## src/rtl/instr_decode_reg.sv

```systemverilog
// Registered RV64I decode stage: splits the instruction into its fields and classifies
// the immediate format. A two-slot skid buffer keeps full throughput with every output registered.
module instr_decode_reg #(
  parameter int PC_WIDTH    = 64,
  parameter int INSTR_WIDTH = 32
) (
  input  logic                   clk,
  input  logic                   arstn,
  input  logic                   i_flush,
  input  logic                   i_valid,
  output logic                   o_ready,
  input  logic [INSTR_WIDTH-1:0] i_instr,
  input  logic [PC_WIDTH-1:0]    i_pc,
  output logic                   o_valid,
  input  logic                   i_ready,
  output logic [PC_WIDTH-1:0]    o_pc,
  output logic [6:0]             o_opcode,
  output logic [4:0]             o_rd,
  output logic [2:0]             o_funct3,
  output logic [4:0]             o_rs1,
  output logic [4:0]             o_rs2,
  output logic [6:0]             o_funct7,
  output logic [24:0]            o_imm,
  output logic [2:0]             o_imm_type,
  output logic                   o_illegal
);

  localparam logic [2:0] IMM_I = 3'b000;
  localparam logic [2:0] IMM_S = 3'b001;
  localparam logic [2:0] IMM_B = 3'b010;
  localparam logic [2:0] IMM_J = 3'b011;
  localparam logic [2:0] IMM_U = 3'b100;

  typedef struct packed {
    logic [PC_WIDTH-1:0]    pc;
    logic [INSTR_WIDTH-1:0] instr;
    logic [2:0]             imm_type;
    logic                   illegal;
  } slot_t;

  slot_t out_q, out_d, skid_q, skid_d, in_e;
  logic  out_v_q, out_v_d, skid_v_q, skid_v_d;
  logic  accept, drain;
  logic [2:0] dec_type;
  logic       dec_ill;

  // R-type and fence carry no immediate but are legal; they share the I select.
  always_comb begin
    dec_type = IMM_I;
    dec_ill  = 1'b0;
    case (i_instr[6:0])
      7'b0000011, 7'b0010011, 7'b0011011,
      7'b1100111, 7'b1110011:             dec_type = IMM_I;
      7'b0100011:                         dec_type = IMM_S;
      7'b1100011:                         dec_type = IMM_B;
      7'b1101111:                         dec_type = IMM_J;
      7'b0110111, 7'b0010111:             dec_type = IMM_U;
      7'b0110011, 7'b0111011, 7'b0001111: dec_type = IMM_I;
      default:                            dec_ill  = 1'b1;
    endcase
  end

  always_comb begin
    in_e.pc       = i_pc;
    in_e.instr    = i_instr;
    in_e.imm_type = dec_type;
    in_e.illegal  = dec_ill;
  end

  assign accept = i_valid & ~skid_v_q;
  assign drain  = out_v_q & i_ready;

  always_comb begin
    out_d    = out_q;
    skid_d   = skid_q;
    out_v_d  = out_v_q;
    skid_v_d = skid_v_q;
    if (i_flush) begin
      out_v_d  = 1'b0;
      skid_v_d = 1'b0;
    end else if (!out_v_q || drain) begin
      if (skid_v_q) begin
        out_d    = skid_q;
        out_v_d  = 1'b1;
        skid_v_d = accept;
        if (accept) skid_d = in_e;
      end else begin
        out_v_d = accept;
        if (accept) out_d = in_e;
      end
    end else if (accept) begin
      skid_d   = in_e;
      skid_v_d = 1'b1;
    end
  end

  always_ff @(posedge clk or negedge arstn) begin
    if (!arstn) begin
      out_q    <= '0;
      skid_q   <= '0;
      out_v_q  <= 1'b0;
      skid_v_q <= 1'b0;
    end else begin
      out_q    <= out_d;
      skid_q   <= skid_d;
      out_v_q  <= out_v_d;
      skid_v_q <= skid_v_d;
    end
  end

  // Ready depends only on the skid register, never on i_ready.
  assign o_ready    = ~skid_v_q;
  assign o_valid    = out_v_q;
  assign o_pc       = out_q.pc;
  assign o_opcode   = out_q.instr[6:0];
  assign o_rd       = out_q.instr[11:7];
  assign o_funct3   = out_q.instr[14:12];
  assign o_rs1      = out_q.instr[19:15];
  assign o_rs2      = out_q.instr[24:20];
  assign o_funct7   = out_q.instr[31:25];
  assign o_imm      = out_q.instr[31:7];
  assign o_imm_type = out_q.imm_type;
  assign o_illegal  = out_q.illegal;

endmodule
```

## config.mk

```make
export PLATFORM = sky130hd
export DESIGN_NAME = instr_decode_reg
export DESIGN_NICKNAME = d
export VERILOG_FILES = /design/src/rtl/instr_decode_reg.sv
export SDC_FILE = /design/constraint.sdc
export NUM_CORES = 1
export LEC_CHECK = 0
export BUFFER_PORTS_ARGS = -buffer_cell sky130_fd_sc_hd__buf_2
export CORE_MARGIN = 1
export CORE_UTILIZATION = 53
export CTS_BUF_LIST = sky130_fd_sc_hd__clkbuf_4
export CTS_CLUSTER_DIAMETER = 40
export DETAILED_ROUTE_END_ITERATION = 6
export GPL_ROUTABILITY_DRIVEN = 1
export GPL_TIMING_DRIVEN = 0
export PLACE_DENSITY = 0.86
export REMOVE_ABC_BUFFERS = 1
export SETUP_SLACK_MARGIN = 0.05
export SLEW_MARGIN = 20
export SYNTH_ARGS = -nofsm -noshare
export SYNTH_HDL_FRONTEND = slang
export SYNTH_SLANG_ARGS = --single-unit
```

## constraint.sdc

```tcl
create_clock -name clk -period 2.02 [get_ports clk]
set_clock_uncertainty 0.1 [all_clocks]
set_input_delay 0.101 -clock clk [delete_from_list [all_inputs] [get_ports clk]]
set_output_delay 0.101 -clock clk [all_outputs]
set_load 0.01 [all_outputs]
```

==> impl_metrics.py <==
metrics = {
    "final_layout": {
        "final_cells": 1310,
        "register_area_sq_mm": 0.00506,
        "layout-area-overhead-vs-synth_pct": 36.7,
        "fillerInstances": 1025,
        "most-common-layout-cells": "sky130_fd_sc_hd__buf_2, sky130_fd_sc_hd__dfrtp_1, sky130_fd_sc_hd__dlygate4sd3_1",
        "nets": 1155,
        "layout_commonest_cell": "sky130_fd_sc_hd__buf_2",
        "multi_input_area_sq_mm": 0.00344,
        "final_layout_size_suffix_gt1_share_pct": 40.5,
    },
    "job": {
        "maxCapViolCount": 0,
    },
    "worst_setup_path": {
        "critical_path_peak_fanout": 22,
        "setup.worst_path.end_class": "flop",
        "worst-r2r-setup-slack_ps": 80,
        "crit_path_start": "skid_v_q$_DFFE_PN0P_",
        "worstPathArrival_ps": 2370,
        "crit_path_max_incr_delay_ps": 520,
        "timing.setup.critical_path_class": "flop to flop",
        "timing.reg2reg.worst_path_depth": 9,
        "critPathSlowestCell": "sky130_fd_sc_hd__dfrtp_4",
        "timing.rr.start": "skid_v_q$_DFFE_PN0P_",
        "setup.worst_path.start_class": "flop",
        "crit_required_ps": 2450,
        "crit_path_cell_trace": "buf_16 > nor2_4 > nor3_4 > buf_4 > buf_8 > buf_8 > buf_16 > nor2_1 > a21oi_1",
        "setup.worst_path.end": "o_imm[1]$_DFFE_PN0P_",
        "reg2reg_to": "o_imm[1]$_DFFE_PN0P_",
    },
    "clocking": {
        "cts.root.buffer_cell": "sky130_fd_sc_hd__clkbuf_4",
        "cts.clk_slew.worst_paths_ps": 70,
        "clock_path_buffers": 3,
        "cts-htree-levels": 2,
        "clock-sinks": 202,
        "insertion_delay_ps": 650,
        "tritoncts": "yes",
        "numCtsBuffers": 53,
    },
    "global_routing": {
        "first_global_vias": 7747,
        "grt_antenna_before_repair": 1,
        "grt_pass1_wl_mm": 38.6,
        "gr-usage-all-layers_pct": 28.2,
        "grt-ovfl-total": 0,
        "largest_net_degree_at_the_start_of_global_routing": 99,
    },
    "floorplanning": {
        "fp.dieH_um": 132,
        "fp-row-count": 47,
        "pin_count": 228,
        "floorplan.die.width_um": 132,
        "core_sq_mm": 0.0165,
        "start_util_pct": 54.0,
        "floorplan.die_area_sq_mm": 0.0174,
    },
    "hold_path": {
        "timing.hold.worst.class": "input port to flop",
        "hold_path_startpoint": "i_instr[17]",
    },
    "synthesis": {
        "synthArstFlopShare_pct": 100,
        "yosys_warns": 0,
        "netlist_area_sq_mm": 0.00892,
        "synthesis.area_per_instance_sq_um": 12.7,
        "synth-edff-count": 0,
        "synthDistinctLibCells": 30,
        "netlist_instances": 705,
        "synth_ff_type": "sky130_fd_sc_hd__dfrtp_1",
        "synth-seq-cells": 202,
        "seq_area_frac_synth_pct": 56.6,
    },
    "sta": {
        "fmax_ghz": 0.515,
        "rsz0062_at_grt": "no",
        "setup_viol_count_final": 0,
        "hold_slack_ps": 146,
        "report.final.hold_viol_count": 0,
        "slew_violations": 0,
        "tightest_slew_ps": 573,
        "finalWorstPathRequiredPeriod_ps": 1940,
        "max-slew-margin-rel_pct": 61.7,
        "finalCritPeriodShare_pct": 96.1,
    },
    "placement": {
        "gp_congestion": 0.756,
        "numPlacedInstances": 1095,
        "placement.io_buffers": 227,
        "detailed_place_hpwl_mm": 12.2,
    },
    "detailed_routing": {
        "route.detailed.drc": 0,
        "num_vias": 7000,
        "first_pass_iters": 5,
        "drt-wirelength-per-cell_um": 18.7,
        "detail_route.vias_per_cell": 5.34,
        "routed_wirelength_mm": 24.5,
        "drtAntennaViolNets": 0,
        "drt_iter0_drc": 301,
    },
    "power": {
        "power_density_mw_per_mm2": 921,
        "ir_drop_v": 0.000831,
        "leakage_power_total_nw": 5.65,
    },
    "run_status": {
        "outcome": "completed",
    },
}
## through the flow
stage / power [mW] / area, sq um / setup TNS, ps / setup slack, ps / utilization, %
after floorplan: 6.67 / 8460 / -1154580 / -8310 / -
after global placement: 7.47 / 9870 / -2268390 / -12210 / 59.7
after detailed placement: 7.58 / 10200 / -133890 / -1100 / 61.6
after CTS: 11.1 / 12100 / 0 / 51.3 / 73.2
after global routing: 11.8 / 12200 / 0 / 49.4 / 73.8
final: 11.2 / 12200 / 0 / 78.7 / 73.8
## sequential cells by signal, summed over array words and instances, names as in the netlist
signal      count
o_valid         1
o_funct3        3
o_illegal       1
o_opcode        7
skid_q        100
o_imm_type      3
skid_v_q        1
o_imm          15
o_funct7        7
o_pc           64
## cells by family (layout without fill, tap and decap cells)
logic type	after synthesis	in the layout	synth area share, %
AO/OA/AOI/OAI	113	113	6.56
buffers and inverters	73	456	5.30
multiplexers	193	193	25.6
XOR/XNOR	1	1	0.0982
other	0	1	0
flip-flops	202	202	56.6
AND/OR/NAND/NOR	123	124	5.76
## cell type report
class	count	share of cell area [%]
Sequential cell	202	41.5
Multi-Input combinational cell	431	28.2
Timing Repair Buffer	365	22.9
Clock buffer	74	4.55
Tap cell	220	2.26
Clock inverter	16	0.503
Inverter	1	0.0308
Antenna cell	1	0.0205
## what timing repair did
action / in CTS / in global routing
gates cloned: 5 / 2
endpoints found under the hold margin: 404 / 0
endpoints found under the setup margin: 201 / 38
hold buffers: 104 / 0
setup buffers: 11 / 3
pin swaps: 2 / 1
resized for setup: 8 / 6
## power by group
part	switching (mW)	leakage [nW]	total, mW	internal (mW)
combinational	1.13	2.93	2.49	1.37
sequential	0.522	2.35	5.40	4.88
clock	1.66	0.371	3.34	1.68
## metal layers
| layer | vias to the layer above | GRT usage (%) | wire (um) |
|---|---|---|---|
| met1 | 3519 | 30.2 | 9210 |
| met5 | - | 0 | 0 |
| met4 | 0 | 12.7 | 762 |
| met3 | 60 | 7.57 | 1340 |
| li1 | 3143 | - | - |
| met2 | 278 | 51.6 | 13200 |
## cells in the mapped netlist (2+ instances only)
library cell	number	area (sq um)
sky130_fd_sc_hd__buf_4	27	203
sky130_fd_sc_hd__buf_6	8	90.1
sky130_fd_sc_hd__clkbuf_1	7	26.3
sky130_fd_sc_hd__o21a_1	3	22.5
sky130_fd_sc_hd__nor2_1	100	375
sky130_fd_sc_hd__a31oi_1	2	12.5
sky130_fd_sc_hd__nand2_1	9	33.8
sky130_fd_sc_hd__mux2i_1	97	971
sky130_fd_sc_hd__nand2b_1	2	12.5
sky130_fd_sc_hd__o21ai_0	6	30.0
sky130_fd_sc_hd__mux2_2	33	372
sky130_fd_sc_hd__dfrtp_1	202	5050
sky130_fd_sc_hd__buf_2	30	150
sky130_fd_sc_hd__nor3_1	2	10.0
sky130_fd_sc_hd__a21oi_1	98	490
sky130_fd_sc_hd__o211ai_1	3	22.5
sky130_fd_sc_hd__mux2_4	63	946
## worst max-delay path: cells and delay by family (launching register included)
kind	cells	cell delay, ps
flip-flops	1	520
AND/OR/NAND/NOR	3	370
AO/OA/AOI/OAI	1	80
buffers and inverters	5	760
## worst min-delay path by stage
stage | endpoint | slack, ps | depth (start not counted)
after floorplan | o_funct3[0]$_DFFE_PN0P_ | -290 | 0
after global placement | o_valid$_DFFE_PN0P_ | 220 | 2
after detailed placement | skid_q[15]$_DFFE_PN0P_ | -170 | 1
after CTS | skid_q[19]$_DFFE_PN0P_ | 70 | 3
after global routing | skid_q[77]$_DFFE_PN0P_ | 80 | 3
final | skid_q[21]$_DFFE_PN0P_ | 150 | 3
Power figures use the tool's default switching activity.
